==> config.mk <==
export PLATFORM = sky130hd
export DESIGN_NAME = imm_ext_pipe_flat
export DESIGN_NICKNAME = d
export VERILOG_FILES = /design/src/rtl/ext_pkg.sv /design/src/rtl/imm_ext_pipe_if.sv /design/src/rtl/imm_ext_core.sv /design/src/rtl/imm_ext_pipe.sv /design/src/flat_wrapper.sv
export SDC_FILE = /design/constraint.sdc
export NUM_CORES = 1
export LEC_CHECK = 0
export ABC_AREA = 1
export CAP_MARGIN = 20
export CORE_AREA = 4 4 69 103
export CTS_BUF_LIST = sky130_fd_sc_hd__clkbuf_4
export DETAILED_ROUTE_END_ITERATION = 16
export DIE_AREA = 0 0 73 107
export PLACE_DENSITY = 0.85
export SLEW_MARGIN = 10
export SYNTH_ARGS = -nofsm -noshare
export SYNTH_HDL_FRONTEND = slang
export SYNTH_HIERARCHICAL = 1
export SYNTH_SLANG_ARGS = --single-unit
==> constraint.sdc <==
create_clock -name clk -period 3.1 [get_ports clk]
set_input_delay 0.62 -clock clk [delete_from_list [all_inputs] [get_ports clk]]
set_output_delay 0.62 -clock clk [all_outputs]
set_load 0.02 [all_outputs]
==> src/rtl/ext_pkg.sv <==
// Shared encodings for the immediate-extension stage: mode codes and the
// occupancy view used by the pipeline control.
package ext_pkg;

  localparam int MODE_W = 3;

  localparam logic [MODE_W-1:0] MODE_ZERO   = 3'd0;
  localparam logic [MODE_W-1:0] MODE_SIGN   = 3'd1;
  localparam logic [MODE_W-1:0] MODE_HIGH   = 3'd2;
  localparam logic [MODE_W-1:0] MODE_BRANCH = 3'd3;
  localparam logic [MODE_W-1:0] MODE_SHAMT  = 3'd4;

  // Occupancy of the stage: empty-or-one entry (output reg only) vs full
  // (output reg plus skid reg). Decoded directly from the skid valid bit.
  typedef enum logic {
    OCC_PART = 1'b0,
    OCC_FULL = 1'b1
  } occ_e;

endpackage

==> src/rtl/imm_ext_pipe_if.sv <==
// Handshake bundle for the immediate-extension stage: upstream valid/ready
// with imm/mode, downstream valid/ready with extended data and error flag.
interface imm_ext_pipe_if
  import ext_pkg::*;
#(
  parameter int IN_W  = 16,
  parameter int OUT_W = 32
);

  logic              in_valid;
  logic              in_ready;
  logic [IN_W-1:0]   in_imm;
  logic [MODE_W-1:0] in_mode;
  logic              out_valid;
  logic              out_ready;
  logic [OUT_W-1:0]  out_data;
  logic              out_err;

  // Driver side: produces immediates and consumes results.
  modport master (
    output in_valid, in_imm, in_mode, out_ready,
    input  in_ready, out_valid, out_data, out_err
  );

  // Stage side.
  modport slave (
    input  in_valid, in_imm, in_mode, out_ready,
    output in_ready, out_valid, out_data, out_err
  );

endinterface

==> src/rtl/imm_ext_core.sv <==
// Purely combinational immediate extender. Kept free of state so other
// decoders can reuse it; the pipeline registers live in the caller.
module imm_ext_core
  import ext_pkg::*;
#(
  parameter int IN_W    = 16,
  parameter int OUT_W   = 32,
  parameter int SHAMT_W = 5
) (
  input  logic [IN_W-1:0]   imm,
  input  logic [MODE_W-1:0] mode,
  output logic [OUT_W-1:0]  data,
  output logic              err
);

  localparam int EXT_W = OUT_W - IN_W;

  logic [OUT_W-1:0] zext;
  logic [OUT_W-1:0] sext;

  assign zext = {{EXT_W{1'b0}}, imm};
  assign sext = {{EXT_W{imm[IN_W-1]}}, imm};

  // Select the extension; unknown codes fall back to zero-extension and flag err.
  always_comb begin
    data = zext;
    err  = 1'b0;
    case (mode)
      MODE_ZERO:   data = zext;
      MODE_SIGN:   data = sext;
      MODE_HIGH:   data = {imm, {EXT_W{1'b0}}};
      MODE_BRANCH: data = {sext[OUT_W-3:0], 2'b00};
      MODE_SHAMT:  data = {{(OUT_W-SHAMT_W){1'b0}}, imm[SHAMT_W-1:0]};
      default:     err  = 1'b1;
    endcase
  end

endmodule

==> src/rtl/imm_ext_pipe.sv <==
// Registered immediate-extension stage (decode -> execute) with a 2-entry
// skid buffer: 1-cycle latency, full throughput, and in_ready driven only
// from state so there is no combinational path from out_ready.
module imm_ext_pipe
  import ext_pkg::*;
#(
  parameter int IN_W    = 16,
  parameter int OUT_W   = 32,
  parameter int SHAMT_W = 5
) (
  input  logic         clk,
  input  logic         rst_n,
  input  logic         flush,
  imm_ext_pipe_if.slave bus
);

  if (!((IN_W + 2 <= OUT_W) && (SHAMT_W <= IN_W))) begin : g_param_check
    $error("imm_ext_pipe: need IN_W+2 <= OUT_W and SHAMT_W <= IN_W");
  end

  logic [OUT_W-1:0] ext_data;
  logic             ext_err;

  imm_ext_core #(
    .IN_W    (IN_W),
    .OUT_W   (OUT_W),
    .SHAMT_W (SHAMT_W)
  ) u_core (
    .imm  (bus.in_imm),
    .mode (bus.in_mode),
    .data (ext_data),
    .err  (ext_err)
  );

  logic [OUT_W-1:0] out_data_reg;
  logic             out_err_reg;
  logic             out_valid_reg;
  logic [OUT_W-1:0] skid_data_reg;
  logic             skid_err_reg;
  logic             skid_valid_reg;

  occ_e occ;
  logic accept;

  assign occ    = skid_valid_reg ? OCC_FULL : OCC_PART;
  assign accept = bus.in_valid & ~skid_valid_reg;

  assign bus.in_ready  = ~skid_valid_reg;
  assign bus.out_valid = out_valid_reg;
  assign bus.out_data  = out_data_reg;
  assign bus.out_err   = out_err_reg;

  // Output/skid register control: flush drops everything, a full stage only
  // drains the skid, otherwise accepted entries go to the output reg unless
  // it is stalled, in which case they park in the skid reg.
  always_ff @(posedge clk or negedge rst_n) begin
    if (!rst_n) begin
      out_data_reg   <= '0;
      out_err_reg    <= 1'b0;
      out_valid_reg  <= 1'b0;
      skid_data_reg  <= '0;
      skid_err_reg   <= 1'b0;
      skid_valid_reg <= 1'b0;
    end else if (flush) begin
      out_valid_reg  <= 1'b0;
      skid_valid_reg <= 1'b0;
    end else begin
      case (occ)
        OCC_FULL: begin
          if (bus.out_ready) begin
            out_data_reg   <= skid_data_reg;
            out_err_reg    <= skid_err_reg;
            skid_valid_reg <= 1'b0;
          end
        end
        OCC_PART: begin
          if (accept) begin
            if (!out_valid_reg || bus.out_ready) begin
              out_data_reg  <= ext_data;
              out_err_reg   <= ext_err;
              out_valid_reg <= 1'b1;
            end else begin
              skid_data_reg  <= ext_data;
              skid_err_reg   <= ext_err;
              skid_valid_reg <= 1'b1;
            end
          end else if (bus.out_ready) begin
            out_valid_reg <= 1'b0;
          end
        end
        default: begin
          out_valid_reg <= out_valid_reg;
        end
      endcase
    end
  end

endmodule

==> src/flat_wrapper.sv <==
// flat-port wrapper written by rule: the top's interface ports become plain ports
module imm_ext_pipe_flat import ext_pkg::*;
#(
  parameter int IN_W    = 16,
  parameter int OUT_W   = 32,
  parameter int SHAMT_W = 5
)
  (clk, rst_n, flush, bus_in_valid, bus_in_imm, bus_in_mode, bus_out_ready, bus_in_ready, bus_out_valid, bus_out_data, bus_out_err);
  imm_ext_pipe_if #(.IN_W(IN_W), .OUT_W(OUT_W)) bus_i ();
  input  logic clk;
  input  logic rst_n;
  input  logic flush;
  input wire logic [$bits(bus_i.in_valid)-1:0] bus_in_valid;
  input wire logic [$bits(bus_i.in_imm)-1:0] bus_in_imm;
  input wire logic [$bits(bus_i.in_mode)-1:0] bus_in_mode;
  input wire logic [$bits(bus_i.out_ready)-1:0] bus_out_ready;
  output wire logic [$bits(bus_i.in_ready)-1:0] bus_in_ready;
  output wire logic [$bits(bus_i.out_valid)-1:0] bus_out_valid;
  output wire logic [$bits(bus_i.out_data)-1:0] bus_out_data;
  output wire logic [$bits(bus_i.out_err)-1:0] bus_out_err;
  assign bus_i.in_valid = bus_in_valid;
  assign bus_i.in_imm = bus_in_imm;
  assign bus_i.in_mode = bus_in_mode;
  assign bus_i.out_ready = bus_out_ready;
  assign bus_in_ready = bus_i.in_ready;
  assign bus_out_valid = bus_i.out_valid;
  assign bus_out_data = bus_i.out_data;
  assign bus_out_err = bus_i.out_err;
  imm_ext_pipe #(.IN_W(IN_W), .OUT_W(OUT_W), .SHAMT_W(SHAMT_W)) u_core (.clk(clk), .rst_n(rst_n), .flush(flush), .bus(bus_i));
endmodule
# --- Word level (Yosys, flattened, before mapping) ---
# Cells that the tools add are included.
classes:
  muxes: 20
  eq_ne: 12
  reduce_logical: 9
  n_bitwise: 5
ops:
  columns: ["operator", "n"]
  rows:
  - ["32-bit case mux with 4 select lines", 1]
  - ["32-bit two-way mux", 3]
  - ["32-bit case mux with 2 select lines", 1]
  - ["1-bit two-way mux", 13]
  - ["3-bit != test, second input constant", 3]
  - ["4-bit AND reduction", 2]
  - ["3-bit by 2-bit equality test with 1-bit output, second input constant", 2]
  - ["3-bit AND reduction", 2]
  - ["5-bit OR reduction", 1]
  - ["2-bit by 1-bit != test with 1-bit output, second input constant", 2]
  - ["2-bit != test, second input constant", 2]
  - ["1-bit inverter", 4]
  - ["1-bit case mux with 2 select lines", 2]
  - ["3-bit by 1-bit equality test with 1-bit output, second input constant", 1]
  - ["3-bit equality test, second input constant", 1]
  - ["3-bit zero test", 1]
  - ["3-bit by 2-bit != test with 1-bit output, second input constant", 1]
  - ["3-bit nonzero test", 1]
  - ["1-bit AND", 1]
  - ["1-bit zero test", 1]
  - ["1-bit logical OR", 1]
totals:
  output_inout_bits: 35
  register_bits: 68
  word_cells: 52
  inputBits: 24

# --- Depth between registers and ports, before layout ---
logic_depth:
  depth_word: 6
  depth_mapped: 11
  ltp_nobuf: 10

# --- Modules after synthesis ---
# Netlist, hierarchy kept.
by_module_without_submodules:
  columns: ["module", "area_each_um2", "n_inst", "cells_each", "seq_area_each_um2"]
  rows:
  - ["imm_ext_pipe", 3051.7, 1, 375, 1701.6]
  - ["imm_ext_core", 508.0, 1, 106, 0.0]

# --- Least setup slack after synthesis ---
# No wires, ideal clock.
synth_path:
  kind: "in2reg"
  startpoint: "input bus_in_mode[2]"
  endpoint: "register u_core.out_data_reg[16] (netlist: u_core/bus.out_data[16])"
  setup_slack_ns: 1.414
  t_required_ns: 3.035
  path_buffers: 1
  cell_stages: 10
  arrival_ns: 1.621
  setup_ns: 0.065
  path_cell_list: "inv_1 > nand2_1 > nor2_2 > buf_4 > nand2_1 > o211ai_1 > inv_1 > o21ai_0 > nand3_1 > nand2_1"
synth_between:
  elab_chain_len: 5
  elab_cells_between_ends: 8
  cone_classes: "eq/ne (4); mux (4)"
synth_lines:
  columns: ["item", "line", "rtl"]
  rows:
  - ["from (decl)", "flat_wrapper.sv:15", "input wire logic [$bits(bus_i.in_mode)-1:0] bus_in_mode;"]
  - ["3-bit equality test (tied with other cells)", "imm_ext_core.sv:28", "case (mode)"]
  - ["32-bit case mux with 4 select lines *", "imm_ext_core.sv:28", null]
  - ["named net u_core.ext_data[16]", "imm_ext_pipe.sv:21", "logic [OUT_W-1:0] ext_data;"]
  - ["32-bit two-way mux *", "imm_ext_pipe.sv:78", "if (!out_valid_reg || bus.out_ready) begin"]
  - ["32-bit two-way mux *", "imm_ext_pipe.sv:77", "if (accept) begin"]
  - ["32-bit case mux with 2 select lines *", "imm_ext_pipe.sv:68", "case (occ)"]
  - ["to (signal assigned)", "imm_ext_pipe.sv:71", "out_data_reg <= skid_data_reg;"]
  - ["to (signal assigned)", "imm_ext_pipe.sv:79", "out_data_reg <= ext_data;"]
  - ["to (decl)", "imm_ext_pipe.sv:35", "logic [OUT_W-1:0] out_data_reg;"]
# Mark *: on every way through the listed nets, which the timed path passes. The rest lies on a longest branch. The select of a mux whose other input is x is not followed.
# A chain may end at the register's enable or synchronous reset.

# --- Worst setup path in the final report ---
layout_path:
  startpoint: "register u_core.skid_valid_reg"
  endpoint: "output bus_in_ready"
layout_between:
  elab_chain_len: 1
layout_lines:
  columns: ["item", "line", "rtl"]
  rows:
  - ["from (decl)", "imm_ext_pipe.sv:40", "logic skid_valid_reg;"]
  - ["from (signal assigned)", "imm_ext_pipe.sv:63", "skid_valid_reg <= 1'b0;"]
  - ["from (signal assigned)", "imm_ext_pipe.sv:66", "skid_valid_reg <= 1'b0;"]
  - ["from (signal assigned)", "imm_ext_pipe.sv:73", "skid_valid_reg <= 1'b0;"]
  - ["1-bit inverter", "imm_ext_pipe.sv:48", "assign bus.in_ready = ~skid_valid_reg;"]
  - ["to (decl)", "flat_wrapper.sv:17", "output wire logic [$bits(bus_i.in_ready)-1:0] bus_in_ready;"]
# No other way between the ends.

==> impl_results.md <==
- Root buffer cell: clkbuf_4
- Final instance area: 0.00422 mm²
- H-tree Lvls: 3
- Comb power frac: 24.9%
- Synthesis-to-finish area growth: 18.7%
- Syn Area/Cell: 7.40 µm²
- Net switching power: 728 µW
- Synth Instances: 481
- Worst Max-Slew Pin Slew: 0.778 ns
- Internal power: 1530 µW
- Switching share of power: 32.2%
- Worst-Skew Late Latency: 0.42 ns
- Via count: 3254
- Fin. max-slew vios: 0
- Final instance count without filler cells: 605
- Worst hold slack: 0.263 ns
- Post-CTS setup buffers: 0
- Total Wirelength: 8540 µm
- Synthesized flop and latch total: 68
- DRC Markers: 0
- Post-CTS sizing: 0
- Number of global-route vias before repair: 3194
- DR WL/cell: 14.1 µm
- Critical Path AT: 1.50 ns
- Fillers: 535
- CP Capture Type: output port
- Final-report hold violation count: 0
- Inserted Clock Buffers: 9
- FF-to-FF setup slack: 0.99 ns
- Die Ht: 107 µm
- Placed cells: 589
- EDFF count, synth: 0
- Period utilization: 68.5%
- Synth cell types: 23
- Leak: 0.00209 µW
- PD cells: 535 mW/mm²
- Std-Cell Rows: 35
- Worst EP required: 2.48 ns
- Worst rel slew slack: 48.1%
- Clock share of power: 25.8%
- Async set-or-reset flop fraction in the synthesized netlist: 100%
- Top_reg_cell synth: dfrtp_1
- Ant. Diodes: 0
- Width of the die: 73 µm
- Nets: 550
- Max Cap Violations: 0
- Max frequency: 0.471 GHz
- Worst VDD drop: 0.348 mV
- Final setup vio count: 0
- DRT Pass-1 Iters: 5
- Final min period: 2.12 ns
- Antenna-violating nets left: 0
- Crit Path Max Fanout: 4
- Clock Skew: 0.00742 ns
- Core Area: 0.00617 mm²
- Starting density of the core: 57.6%
- Synth top area cells: dfrtp_1, nand2_1, o21ai_0
- Clock Path Buffers: 2
- Clock sinks: 68
- Pin count of the biggest net entering global routing: 70
- First-pass GRT wire length: 14700 µm
- Gr usage total: 24.1%
- Multi-input gate area: 0.00146 mm²
- Grt total ovfl: 0
- Post-Route Utilization: 68.4%
- Fin Setup TNS: 0 ns
- Area leader, netlist: dfrtp_1
- Seq/Total Area, Yosys: 47.8%
- FF+latch area: 0.00170 mm²
- Drt via density: 5.38
- Port Buf Inserts: 58
- WS Path Type: reg2out
- RSZ-0062 raised after global routing: no
- Post-DP Area: 0.00409 mm²
- Synth top area share: 47.8%
- Synth warn: 6
- Clock-pin slew on the worst setup and hold paths: 0.11 ns
- Die area: 0.00781 mm²
- CP Launch Type: flip-flop
- Outcome: finished clean
- Layout cell share with drive strength beyond 1: 6.03%
- DPL Wire Length: 5690 µm
- CTS tree: yes
- Hold buffers post-CTS: 0
- Boundary Pins: 59
- Initial antenna violation count: 0
- Min-delay worst type: in2async
- Reg power frac: 49.3%
- DRT iter0 DRCs: 370
- Gpl congestion: 0.847
- Synth Cell Area: 0.00356 mm²
- Syn_nets: 505
[critical path, cell delays in order (launching register included)]
cell	delay, ns
dfrtp_1	0.40
inv_2	0.08
clkdlybuf4s50_1	0.60
[power by group through the flow]
stage / sequential, µW / combinational [µW] / clock (µW)
after detailed placement: 1130 / 564 / 0
after global routing: 1130 / 633 / 622
after CTS: 1110 / 568 / 589
final: 1110 / 563 / 584
after global placement: 1120 / 551 / 0
after floorplan: 1200 / 239 / 0
[placed cells by master (no fill, tap or decap), types with 4 or more instances in the layout]
master,count
nand2_1,158
dfrtp_1,68
o21ai_0,67
clkdlybuf4s50_1,57
inv_1,52
nand3_1,49
nor2_1,17
o21ai_1,14
clkbuf_4,11
a21oi_1,11
buf_4,4
[layout make-up]
class | count | area share, %
tap | 74 | 2.19
clock buffer | 11 | 1.95
inverter | 55 | 4.89
timing repair buffer | 63 | 14.8
multi-input combinational | 329 | 34.6
sequential | 68 | 40.3
clock inverter | 5 | 1.24
[Yosys cell counts, types with 5 or more instances]
library cell  number
nand3_1           49
o21ai_1           14
a21oi_1           11
dfrtp_1           68
inv_1             52
o21ai_0           67
clkbuf_1          10
nor2_1            17
nand2_1          158
buf_6              5
buf_4             10
[metrics by stage]
stage	total power [µW]	setup WS (ns)
after global routing	2390	0.650
after detailed placement	1690	0.598
after CTS	2270	0.959
after floorplan	1440	1.41
final	2260	0.977
after global placement	1670	0.645
[worst paths after layout]
check                                           endpoint                    start  cells after the start
min in group clk                 u_core/bus.out_data[17]  u_core/bus.out_data[17]                      2
worst max-delay path                        bus_in_ready    u_core/skid_valid_reg                      2
worst min-delay path            u_core/skid_data_reg[10]                    rst_n                      1
max in group asynchronous       u_core/skid_data_reg[30]                    rst_n                      2
worst min register to register   u_core/bus.out_data[17]  u_core/bus.out_data[17]                      2
worst max register to register   u_core/bus.out_data[16]    u_core/skid_valid_reg                      6
[cells by family (layout without fill, tap and decap cells)]
| logic type | after synthesis | after routing | synth area share, % |
|---|---|---|---|
| buffers and inverters | 84 | 134 | 11.1 |
| DFF | 68 | 68 | 47.8 |
| AOI/OAI and AO/OA | 97 | 97 | 13.9 |
| and+or+nand+nor | 232 | 232 | 27.2 |
[layer usage]
| layer | wire length [µm] | up-vias | global-route usage (%) |
|---|---|---|---|
| met5 | 0 | - | 0 |
| met4 | 308 | 0 | 12.0 |
| met3 | 439 | 20 | 4.60 |
| met2 | 4320 | 104 | 40.1 |
| met1 | 3470 | 1508 | 29.1 |
| li1 | - | 1622 | - |
Power figures use the tool's default switching activity.
